--- src/rtl/sram_arbiter.sv ---
// Two-port round-robin arbiter that serialises SRAM transactions onto a single
// controller interface, routes read data back and aborts hung reads on timeout.
module sram_arbiter #(
  parameter int ADDR_W  = 22,
  parameter int DATA_W  = 16,
  parameter int TIMEOUT = 1023
) (
  input  logic              iClock,
  input  logic              iReset,
  input  logic              iReq0,
  input  logic              iWrite0,
  input  logic [ADDR_W-1:0] iAddr0,
  input  logic [DATA_W-1:0] iWData0,
  output logic              oGnt0,
  output logic              oRValid0,
  output logic [DATA_W-1:0] oRData0,
  output logic              oRErr0,
  input  logic              iReq1,
  input  logic              iWrite1,
  input  logic [ADDR_W-1:0] iAddr1,
  input  logic [DATA_W-1:0] iWData1,
  output logic              oGnt1,
  output logic              oRValid1,
  output logic [DATA_W-1:0] oRData1,
  output logic              oRErr1,
  output logic [ADDR_W-1:0] oAddress,
  output logic [DATA_W-1:0] oWData,
  output logic              oValidRequest,
  output logic              oWrite,
  input  logic              iAck,
  input  logic              iValidRead,
  input  logic [DATA_W-1:0] iRData,
  output logic              oBusy
);

  localparam int CNT_W = 10;
  localparam logic [CNT_W-1:0] TMO = CNT_W'(TIMEOUT);

  typedef enum logic [1:0] {IDLE, ISSUE, WAIT_RD} state_t;

  state_t           r_state;
  logic             r_last;   // last granted port; also owner of the live transaction
  logic [CNT_W-1:0] r_cnt;

  logic w_pick1;
  logic w_tmo;
  logic w_ret;
  logic w_err;

  function automatic logic [CNT_W-1:0] sat_inc(input logic [CNT_W-1:0] c);
    return (c == TMO) ? c : c + CNT_W'(1);
  endfunction

  // With both ports requesting, the port that was not served last wins.
  assign w_pick1 = iReq1 && (!iReq0 || !r_last);
  assign w_tmo   = (sat_inc(r_cnt) == TMO);

  always_comb begin
    w_ret = 1'b0;
    w_err = 1'b0;
    case (r_state)
      ISSUE: begin
        if (iAck) begin
          w_ret = !oWrite && iValidRead;
        end else if (w_tmo) begin
          w_ret = !oWrite;
          w_err = !oWrite;
        end
      end
      WAIT_RD: begin
        if (iValidRead) begin
          w_ret = 1'b1;
        end else if (w_tmo) begin
          w_ret = 1'b1;
          w_err = 1'b1;
        end
      end
      default: begin
      end
    endcase
  end

  always_ff @(posedge iClock) begin
    if (iReset) begin
      r_state       <= IDLE;
      r_last        <= 1'b1;
      r_cnt         <= '0;
      oGnt0         <= 1'b0;
      oGnt1         <= 1'b0;
      oRValid0      <= 1'b0;
      oRValid1      <= 1'b0;
      oRErr0        <= 1'b0;
      oRErr1        <= 1'b0;
      oRData0       <= '0;
      oRData1       <= '0;
      oAddress      <= '0;
      oWData        <= '0;
      oValidRequest <= 1'b0;
      oWrite        <= 1'b0;
      oBusy         <= 1'b0;
    end else begin
      oGnt0    <= 1'b0;
      oGnt1    <= 1'b0;
      oRValid0 <= 1'b0;
      oRValid1 <= 1'b0;
      oRErr0   <= 1'b0;
      oRErr1   <= 1'b0;

      if (w_ret) begin
        if (r_last) begin
          oRValid1 <= 1'b1;
          oRErr1   <= w_err;
          oRData1  <= w_err ? '0 : iRData;
        end else begin
          oRValid0 <= 1'b1;
          oRErr0   <= w_err;
          oRData0  <= w_err ? '0 : iRData;
        end
      end

      case (r_state)
        IDLE: begin
          if (iReq0 || iReq1) begin
            r_last        <= w_pick1;
            oGnt0         <= !w_pick1;
            oGnt1         <= w_pick1;
            oAddress      <= w_pick1 ? iAddr1  : iAddr0;
            oWData        <= w_pick1 ? iWData1 : iWData0;
            oWrite        <= w_pick1 ? iWrite1 : iWrite0;
            oValidRequest <= 1'b1;
            oBusy         <= 1'b1;
            r_cnt         <= '0;
            r_state       <= ISSUE;
          end
        end
        ISSUE: begin
          r_cnt <= sat_inc(r_cnt);
          if (iAck) begin
            oValidRequest <= 1'b0;
            r_cnt         <= '0;
            if (!oWrite && !iValidRead) begin
              r_state <= WAIT_RD;
            end else begin
              r_state <= IDLE;
              oBusy   <= 1'b0;
            end
          end else if (w_tmo) begin
            oValidRequest <= 1'b0;
            r_state       <= IDLE;
            oBusy         <= 1'b0;
          end
        end
        WAIT_RD: begin
          r_cnt <= sat_inc(r_cnt);
          if (iValidRead || w_tmo) begin
            r_state <= IDLE;
            oBusy   <= 1'b0;
          end
        end
        default: begin
          r_state <= IDLE;
          oBusy   <= 1'b0;
        end
      endcase
    end
  end

endmodule

--- config.mk ---
export PLATFORM = sky130hd
export DESIGN_NAME = sram_arbiter
export DESIGN_NICKNAME = d
export VERILOG_FILES = /design/src/rtl/sram_arbiter.sv
export SDC_FILE = /design/constraint.sdc
export NUM_CORES = 1
export LEC_CHECK = 0
export CAP_MARGIN = 20
export CORE_ASPECT_RATIO = 0.8
export CORE_MARGIN = 2
export CORE_UTILIZATION = 47
export CTS_CLUSTER_SIZE = 14
export DETAILED_ROUTE_END_ITERATION = 10
export PLACE_DENSITY_LB_ADDON = 0.25
export RECOVER_POWER = 25
export REMOVE_ABC_BUFFERS = 1
export SYNTH_ARGS = -nofsm -noshare
export SYNTH_HDL_FRONTEND = slang
export SYNTH_SLANG_ARGS = --single-unit
--- constraint.sdc ---
create_clock -name iClock -period 4.51 [get_ports iClock]
set_input_delay 0.451 -clock iClock [delete_from_list [all_inputs] [get_ports iClock]]
set_output_delay 0.451 -clock iClock [all_outputs]
set_load 0.05 [all_outputs]
==> metrics.csv, run 1 <==
stage,metric,value,unit
layout,area_delta_synth_final,47.8,%
synthesis,syn_area,0.00433,mm2
global_route,grt_pass1_vias,4124,
floorplan,io-pin-count,179,
power,p_leak,2.65,nW
place,place_inst,724,
power,clock_power_share,0.296,
critical_path,worstSetupStartpointType,flop,
global_route,grt_pass1_wl,20000,um
layout,stdcell_count,739,
clock_network,cts.path.max_buffers,2,
synthesis,synth_common_cells,"dfxtp_1 (92), mux2i_1 (73), nor2_1 (61)",
synthesis,yosysSeqAreaShare,0.426,
flow_run,maxCapViolations,0,
synthesis,synth-seq-cells,92,
floorplan,die_h,89.8,um
worst_hold_path,hold_path.class,reg2reg,
critical_path,crit_end,oRData1[3],
synthesis,yosysUniqueCellTypes,55,
critical_path,worst-setup-path-type,reg2reg,
sta,fin_crit,3.21,ns
clock_network,cts_root_buffer,clkbuf_16,
critical_path,reg2reg_setup_slack,1.30,ns
critical_path,regToRegEndpoint,oRData1[3],
global_route,grt_max_degree,59,
sta,clock_skew,0.0122,ns
synthesis,synth_cells,465,
synthesis,async_flop_share,0,
power,power_frac_comb,0.337,
floorplan,die-area,0.00999,mm2
floorplan,die_w,111,um
sta,worst_pin_slew,0.944,ns
floorplan,coreArea,0.00900,mm2
sta,hold_ws,0.458,ns
clock_network,cts_tree,built,
clock_network,cts.htree.levels,3,
clock_network,post_cts_buffers,0,
detailed_routing,routedWlPerCell,16.5,um
status,status,"complete, no violations",
critical_path,r2r-start,r_cnt[0],
global_route,grt_overflow_total,0,
floorplan,rows,31,
clock_network,cts_resized,0,
synthesis,synth_area_leaders,"dfxtp_1 (43%), mux2i_1 (17%), a211oi_1 (7.1%)",
clock_network,clock_latency,0.34,ns
power,p_switching,937,uW
place,pre_cts_slack,1.41,ns
layout,drive_gt1_frac,0.0689,
critical_path,end_kind,flop,
sta,hold_viol,0,
sta,setup_viol,0,
critical_path,crit_arrival,3.42,ns
detailed_routing,vias_per_cell,5.60,
sta,rsz0062_at_grt,false,
sta,finalWorstSetupSlack,1.30,ns
detailed_routing,drt_wl_total,12200,um
detailed_routing,ant_nets,0,
synthesis,synth_edf_count,0,
sta,fin_tns_setup,0,ns
global_route,antenna_found_initial,0,
power,switching_share,0.362,
power,p_int,1.65,mW
critical_path,critPathLaunch,r_cnt[0],
sta,maxSlewViolCount,0,
detailed_routing,vias,4138,
global_route,groute.usage.overall,0.245,
synthesis,synth_area_per_cell,9.30,um2
critical_path,reg2regPathDepth,7,
place,hpwlAfterDp,8780,um
critical_path,path_max_fanout,18,
synthesis,yosysWarnings,0,
layout,fill_cells,692,
clock_network,cts_hold_buf,0,
place,routabilityCongestion,0.999,
floorplan,initial_utilization,0.481,
power,power_density,405,mW/mm2
detailed_routing,drcViolationCount,0,
synthesis,yosys.area.top_type,dfxtp_1,
synthesis,post-synth-top-count-cell,dfxtp_1,
sta,period_share,0.712,
layout,diodes,0,
synthesis,synth_ff_type,dfxtp_1,
critical_path,critPathRequiredTime,4.72,ns
detailed_routing,drt_iter0_markers,233,
synthesis,synth_top_area_frac,0.426,
clock_network,numCtsBuffers,9,
layout,finish.utilization,0.710,
sta,fmax,311,MHz
clock_network,cts.sinks,92,
layout,final_nets,724,
sta,maxSlewHeadroom,0.371,
detailed_routing,drt-pass1-iter-count,5,
place,port_buffers,178,
power,sequentialPowerShare,0.367,
power,ir_worst_vdd,0.000278,V
clock_network,clkTransAtPathRegs,0.07,ns
sequential cells by signal, indices dropped and copies added (netlist names):
name,count
r_last,1
oWData,16
oRValid0,1
oGnt0,1
oRData1,16
oRData0,16
oValidRequest,1
r_cnt,10
r_state,2
oRValid1,1
oAddress,22
oBusy,1
oRErr0,1
oRErr1,1
oGnt1,1
oWrite,1
final cells by class:
cell class	count	area, um2	share of cell area
flip-flops and latches	92	1840	0.288
repair buffers	183	1810	0.284
well taps	115	144	0.0225
inverters	6	22.5	0.00352
multi-input cells	328	2270	0.356
clock inverters	6	71.3	0.0112
clock buffers	9	225	0.0352
cell families after synthesis:
logic type	count (synthesis)	share of synthesized area
AO/OA/AOI/OAI	91	0.155
adder cells (fa/ha/maj)	4	0.0116
buffers and inverters	45	0.0564
flip-flops	92	0.426
multiplexers	73	0.169
AND/OR/NAND/NOR	160	0.182
stage by stage:
| step | power, mW | cell area [um2] |
|---|---|---|
| after floorplan | 1.53 | 4100 |
| after global placement | 1.83 | 6100 |
| after detailed placement | 1.85 | 6100 |
| after CTS | 2.61 | 6390 |
| after global routing | 2.70 | 6390 |
| final | 2.59 | 6390 |
metal layers:
layer  vias up  share of wire  routed length (um)  global-route usage
met5         -              0                   0                   0
met4         0          0.021                 253              0.0730
li1       1992              -                   -                   -
met1      1961           0.41                4990               0.290
met3        24          0.081                 985              0.0816
met2       161           0.49                5990               0.424
worst max-delay path, stage by stage (launching register included):
cell and delay (ns):
dfxtp_1 0.50, ha_1 0.38, nand2_1 0.16, o2111a_1 0.30, or4_4 0.56, a2111o_1 0.78
nand3_1 0.27, mux2i_1 0.11
cells in the final DEF, fill, tap and decap left out, types with 2 or more instances in the layout:
master and instances:
clkdlybuf4s50_1 137, dfxtp_1 92, mux2i_1 73, nor2_1 61
nand2_1 42, a211oi_1 41, dlygate4sd3_1 40, nand3_1 12
a21oi_1 12, nor3_1 9, clkbuf_16 9, nand3_2 8
o21ai_0 7, o211ai_1 7, inv_1 5, a31oi_1 5
buf_4 5, nand4_1 4, nand2b_1 4, ha_1 4
and3_1 3, and4_2 2, nor2b_1 2, and2_1 2
o2111ai_1 2, a2111o_1 2, a41oi_2 2, inv_6 2
power groups by stage:
stage,sequential (mW),combinational (mW),clock (mW)
finish,0.950,0.871,0.767
global route,0.962,0.928,0.807
CTS,0.952,0.886,0.775
detailed placement,0.968,0.882,0
global placement,0.964,0.870,0
floorplan,1.24,0.289,0
worst min-delay path by stage:
stage                from         end  slack, ns  cells past startpoint
2_1_floorplan  r_state[1]  r_state[1]       0.49                      2
3_3_place_gp   oRData1[6]  oRData1[6]       0.45                      2
3_5_place_dp   oRData0[6]  oRData0[6]       0.45                      2
4_1_cts        oRData1[2]  oRData1[2]       0.46                      2
5_1_grt             oBusy       oBusy       0.47                      2
6_report       oRData1[2]  oRData1[2]       0.46                      2
Note: power is estimated with default switching activity, not from simulation.
==> run 2: changes to the inputs <==
Settings changed: CORE_UTILIZATION 47 to 43.
Clock period 4.51 ns to 3 ns, I/O delays scaled along.
==> metrics.csv, run 2 (synthesis gave the netlist of run 1 again) <==
stage,metric,value,unit
floorplan,die_w,116,um
critical_path,max_stage_delay,0.56,ns
global_route,grt_pass1_vias,4117,
critical_path,reg2reg_setup_slack,0.16,ns
critical_path,worst-setup-path-type,reg2reg,
critical_path,cp_num_buf_inv,1,
global_route,groute.usage.overall,0.231,
global_route,antenna_found_initial,0,
sta,fmax,352,MHz
critical_path,reg2regPathDepth,8,
flow_run,maxCapViolations,0,
detailed_routing,vias_per_cell,5.36,
critical_path,critPathSlowestCell,or4_4,
detailed_routing,ant_nets,0,
power,p_leak,2.58,nW
clock_network,cts_tree,built,
floorplan,die_h,93.7,um
place,port_buffers,178,
layout,area_delta_synth_final,49.4,%
critical_path,crit_arrival,3.05,ns
clock_network,cts_root_buffer,clkbuf_16,
layout,largest_register_ffs,22,
clock_network,cts.path.max_buffers,2,
layout,final_cell_area,0.00646,mm2
critical_path,path_max_fanout,18,
layout,final_common_cell,clkdlybuf4s50_1,
layout,largest-register,oAddress,
sta,worst_pin_slew,1.48,ns
floorplan,coreArea,0.00973,mm2
detailed_routing,drt_iter0_markers,213,
critical_path,critPathLaunch,r_cnt[0],
detailed_routing,vias,4103,
layout,final_cell_mix,"clkdlybuf4s50_1 (168), dfxtp_1 (92), mux2i_1 (73)",
detailed_routing,drt-pass1-iter-count,4,
floorplan,rows,32,
status,status,"complete, no violations",
critical_path,worstSetupStartpointType,flop,
layout,final-seq-area,0.00184,mm2
sta,period_share,0.947,
place,place_inst,750,
detailed_routing,drcViolationCount,0,
layout,diodes,0,
critical_path,cp.depth,8,
worst_hold_path,hp-start,oRData0[4],
global_route,grt_max_degree,82,
sta,rsz0062_at_grt,false,
clock_network,cts.sinks,92,
clock_network,clock_latency,0.34,ns
worst_hold_path,hold_depth,2,
clock_network,cts.htree.levels,3,
sta,finalWorstSetupSlack,0.160,ns
clock_network,clkTransAtPathRegs,0.07,ns
floorplan,die-area,0.0109,mm2
detailed_routing,drt_wl_total,12200,um
place,hpwlAfterDp,8830,um
sta,setup_viol,0,
worst_hold_path,hold_path.class,reg2reg,
critical_path,end_kind,flop,
place,place_area,0.00617,mm2
layout,finish.utilization,0.664,
detailed_routing,routedWlPerCell,15.9,um
critical_path,r2r-start,r_cnt[0],
layout,final_nets,729,
sta,hold_viol,0,
sta,maxSlewHeadroom,0.0159,
power,p_total,3.92,mW
floorplan,initial_utilization,0.445,
critical_path,crit_chain,"ha_2, nand2_1, o2111a_1, or4_4, a2111o_1, buf_4, nand3_1, mux2i_1",
layout,stdcell_count,766,
power,ir_worst_vdd,0.000310,V
critical_path,cp_top_family,simple AND/OR/NAND/NOR gates,
clock_network,numCtsBuffers,9,
floorplan,io-pin-count,179,
place,routabilityCongestion,0.949,
layout,drive_gt1_frac,0.0794,
sta,fin_crit,2.84,ns
power,power_density,607,mW/mm2
layout,fill_cells,758,
sta,clock_skew,0.00967,ns
place,pre_cts_slack,0.195,ns
sta,maxSlewViolCount,0,
global_route,grt_pass1_wl,19800,um
critical_path,critPathRequiredTime,3.21,ns
global_route,grt_overflow_total,0,
layout,multi_input_area,0.00227,mm2
clock_network,cts_hold_buf,0,
==> run 2: path summary, 6_finish.rpt <==
check          endpoint
max          oRData0[6]
min          oRData0[4]
max reg2reg  oRData0[6]
min reg2reg  oRData0[4]
==> run 2: tightest hold or removal path, cell delays in order (launching register included) <==
cell	delay (ns)
dfxtp_1	0.31
nand2_1	0.05
mux2i_1	0.05
==> run 2: final cells by class <==
| cell class | count | share of cell area |
|---|---|---|
| clock buffer | 9 | 0.0348 |
| clock inverter | 7 | 0.0128 |
| inverter | 6 | 0.00348 |
| multi-input combinational | 328 | 0.351 |
| sequential | 92 | 0.285 |
| tap | 136 | 0.0263 |
| timing repair buffer | 188 | 0.286 |
==> run 2: what timing repair did <==
action,in CTS,in global routing
resized for setup,0,1
setup endpoints to repair,0,7
setup buffers,0,0
==> run 2: power by group <==
part | switching [mW] | internal [mW] | total (mW)
combinational | 0.827 | 0.499 | 1.33
sequential | 0.0750 | 1.35 | 1.43
clock | 0.506 | 0.662 | 1.17
total | 1.41 | 2.51 | 3.92
==> run 2: per-layer routing <==
| metal | up-vias | wire length, um | global-route usage |
|---|---|---|---|
| met5 | - | 0 | 0 |
| met4 | 0 | 349 | 0.0833 |
| met3 | 31 | 995 | 0.0794 |
| met2 | 161 | 5800 | 0.371 |
| met1 | 1905 | 5020 | 0.287 |
| li1 | 2006 | - | - |
==> run 2: stage by stage <==
| step | hold slack (ns) | TNS, ns |
|---|---|---|
| floorplan | 0.368 | -109.23 |
| global route | 0.486 | 0 |
| CTS | 0.466 | 0 |
| detailed placement | 0.454 | 0 |
| global placement | 0.445 | 0 |
| finish | 0.467 | 0 |
==> run 3: changes to the inputs <==
Settings changed: CORE_MARGIN 2 to unset, PLACE_DENSITY set to 0.88, PLACE_DENSITY_LB_ADDON 0.25 to unset.
==> metrics.csv, run 3 (synthesis gave the netlist of run 1 again) <==
stage,metric,value,unit
layout,final_cell_mix,"clkdlybuf4s50_1 (159), dfxtp_1 (92), mux2i_1 (73)",
critical_path,critPathRequiredTime,3.21,ns
detailed_routing,routedWlPerCell,16.4,um
floorplan,die_h,91.7,um
clock_network,cts.path.max_buffers,2,
layout,drive_gt1_frac,0.0718,
floorplan,die-area,0.0105,mm2
detailed_routing,drt_iter0_markers,183,
floorplan,coreArea,0.00969,mm2
detailed_routing,vias,4134,
clock_network,cts_tree,built,
detailed_routing,drcViolationCount,0,
status,status,"finished, violations left",
layout,largest_register_ffs,22,
floorplan,io-pin-count,179,
clock_network,cts_resized,0,
detailed_routing,drt_wl_total,12500,um
sta,fmax,350,MHz
sta,hold_ws,0.463,ns
layout,area_delta_synth_final,49.6,%
sta,fin_tns_setup,0,ns
clock_network,cts.sinks,92,
clock_network,cts_root_buffer,clkbuf_16,
power,ir_worst_vdd,0.000381,V
sta,rsz0062_at_grt,false,
layout,finish.utilization,0.668,
sta,fin_crit,2.86,ns
power,power_density,616,mW/mm2
clock_network,cts_hold_buf,0,
global_route,grt_pass1_vias,4215,
floorplan,initial_utilization,0.446,
sta,maxSlewHeadroom,-0.0340,
power,p_leak,2.61,nW
sta,clock_skew,0.00877,ns
sta,hold_viol,0,
sta,maxSlewViolCount,82,
critical_path,end_kind,flop,
layout,fill_cells,795,
layout,diodes,0,
global_route,grt_max_degree,82,
clock_network,post_cts_buffers,0,
layout,largest-register,oAddress,
critical_path,worstSetupStartpointType,flop,
status,violations,"capacitance limit, slew limit",
critical_path,path_max_fanout,18,
detailed_routing,drt-pass1-iter-count,5,
layout,final_common_cell,clkdlybuf4s50_1,
place,hpwlAfterDp,8760,um
place,pre_cts_slack,0.230,ns
sta,worst_pin_slew,1.55,ns
global_route,groute.usage.overall,0.243,
critical_path,worst-setup-path-type,reg2reg,
detailed_routing,ant_nets,0,
sta,setup_viol,0,
place,routabilityCongestion,0.957,
critical_path,crit_arrival,3.08,ns
sta,period_share,0.954,
floorplan,rows,32,
global_route,grt_overflow_total,0,
clock_network,clkTransAtPathRegs,0.07,ns
flow_run,maxCapViolations,1,
layout,final_nets,727,
global_route,antenna_found_initial,0,
place,port_buffers,178,
clock_network,numCtsBuffers,9,
clock_network,cts.htree.levels,3,
global_route,grt_pass1_wl,20100,um
sta,finalWorstSetupSlack,0.139,ns
floorplan,die_w,114,um
layout,final_cell_area,0.00647,mm2
clock_network,clock_latency,0.34,ns
detailed_routing,vias_per_cell,5.42,
worst_hold_path,hold_path.class,reg2reg,
place,place_area,0.00617,mm2
==> run 3: changes by cell type in the layout (fill, tap and decap cells not counted) <==
cell	delta
inv_8	-1
clkinv_2	-1
clkinv_4	+1
inv_6	-1
ha_2	-1
buf_4	-3
clkdlybuf4s50_1	-9
nor2b_2	-1
buf_12	+1
nor2b_1	+1
dlygate4sd3_1	+9
bufinv_16	+1
ha_1	+1
==> run 3: area by class of cell <==
type	count	area (um2)	area share
tap	136	170	0.0263
timing repair buffer	186	1850	0.285
sequential	92	1840	0.285
inverter	6	22.5	0.00348
clock buffer	9	225	0.0348
clock inverter	6	96.3	0.0149
multi-input combinational	328	2270	0.350
==> run 3: metrics by stage <==
| stage | power [mW] | std cells |
|---|---|---|
| after floorplan | 2.30 | 426 |
| after global placement | 2.76 | 748 |
| after detailed placement | 2.80 | 748 |
| after CTS | 4.03 | 763 |
| after global routing | 4.15 | 763 |
| final | 3.99 | 763 |
==> run 3: worst max-delay path, stage by stage, from the launching register on <==
cell and delay [ns]:
dfxtp_1 0.50, ha_1 0.37, nand2_1 0.14, o2111a_1 0.29, or4_4 0.56, a2111o_1 0.40, buf_4 0.23, nand3_1 0.15
mux2i_1 0.10
==> run 3: path summary, 6_finish.rpt <==
kind | endpoint | from | slack [ns] | cells after the start
max | oRData0[6] | r_cnt[0] | 0.14 | 8
min reg2reg | oRData1[9] | oRData1[9] | 0.46 | 2
max reg2reg | oRData0[6] | r_cnt[0] | 0.14 | 8
min | oRData1[9] | oRData1[9] | 0.46 | 2
==> run 3: report_power, final <==
part / internal, mW / switching [mW]
combinational: 0.495 / 0.834
clock: 0.736 / 0.490
sequential: 1.35 / 0.0773
total: 2.58 / 1.40
==> run 3: routing by layer <==
metal / up-vias / global-route usage / share of wire / routed length (um)
met2: 150 / 0.445 / 0.51 / 6380
met3: 26 / 0.0648 / 0.058 / 719
met5: - / 0 / 0 / 0
li1: 2000 / - / - / -
met1: 1958 / 0.269 / 0.41 / 5100
met4: 0 / 0.0801 / 0.025 / 307
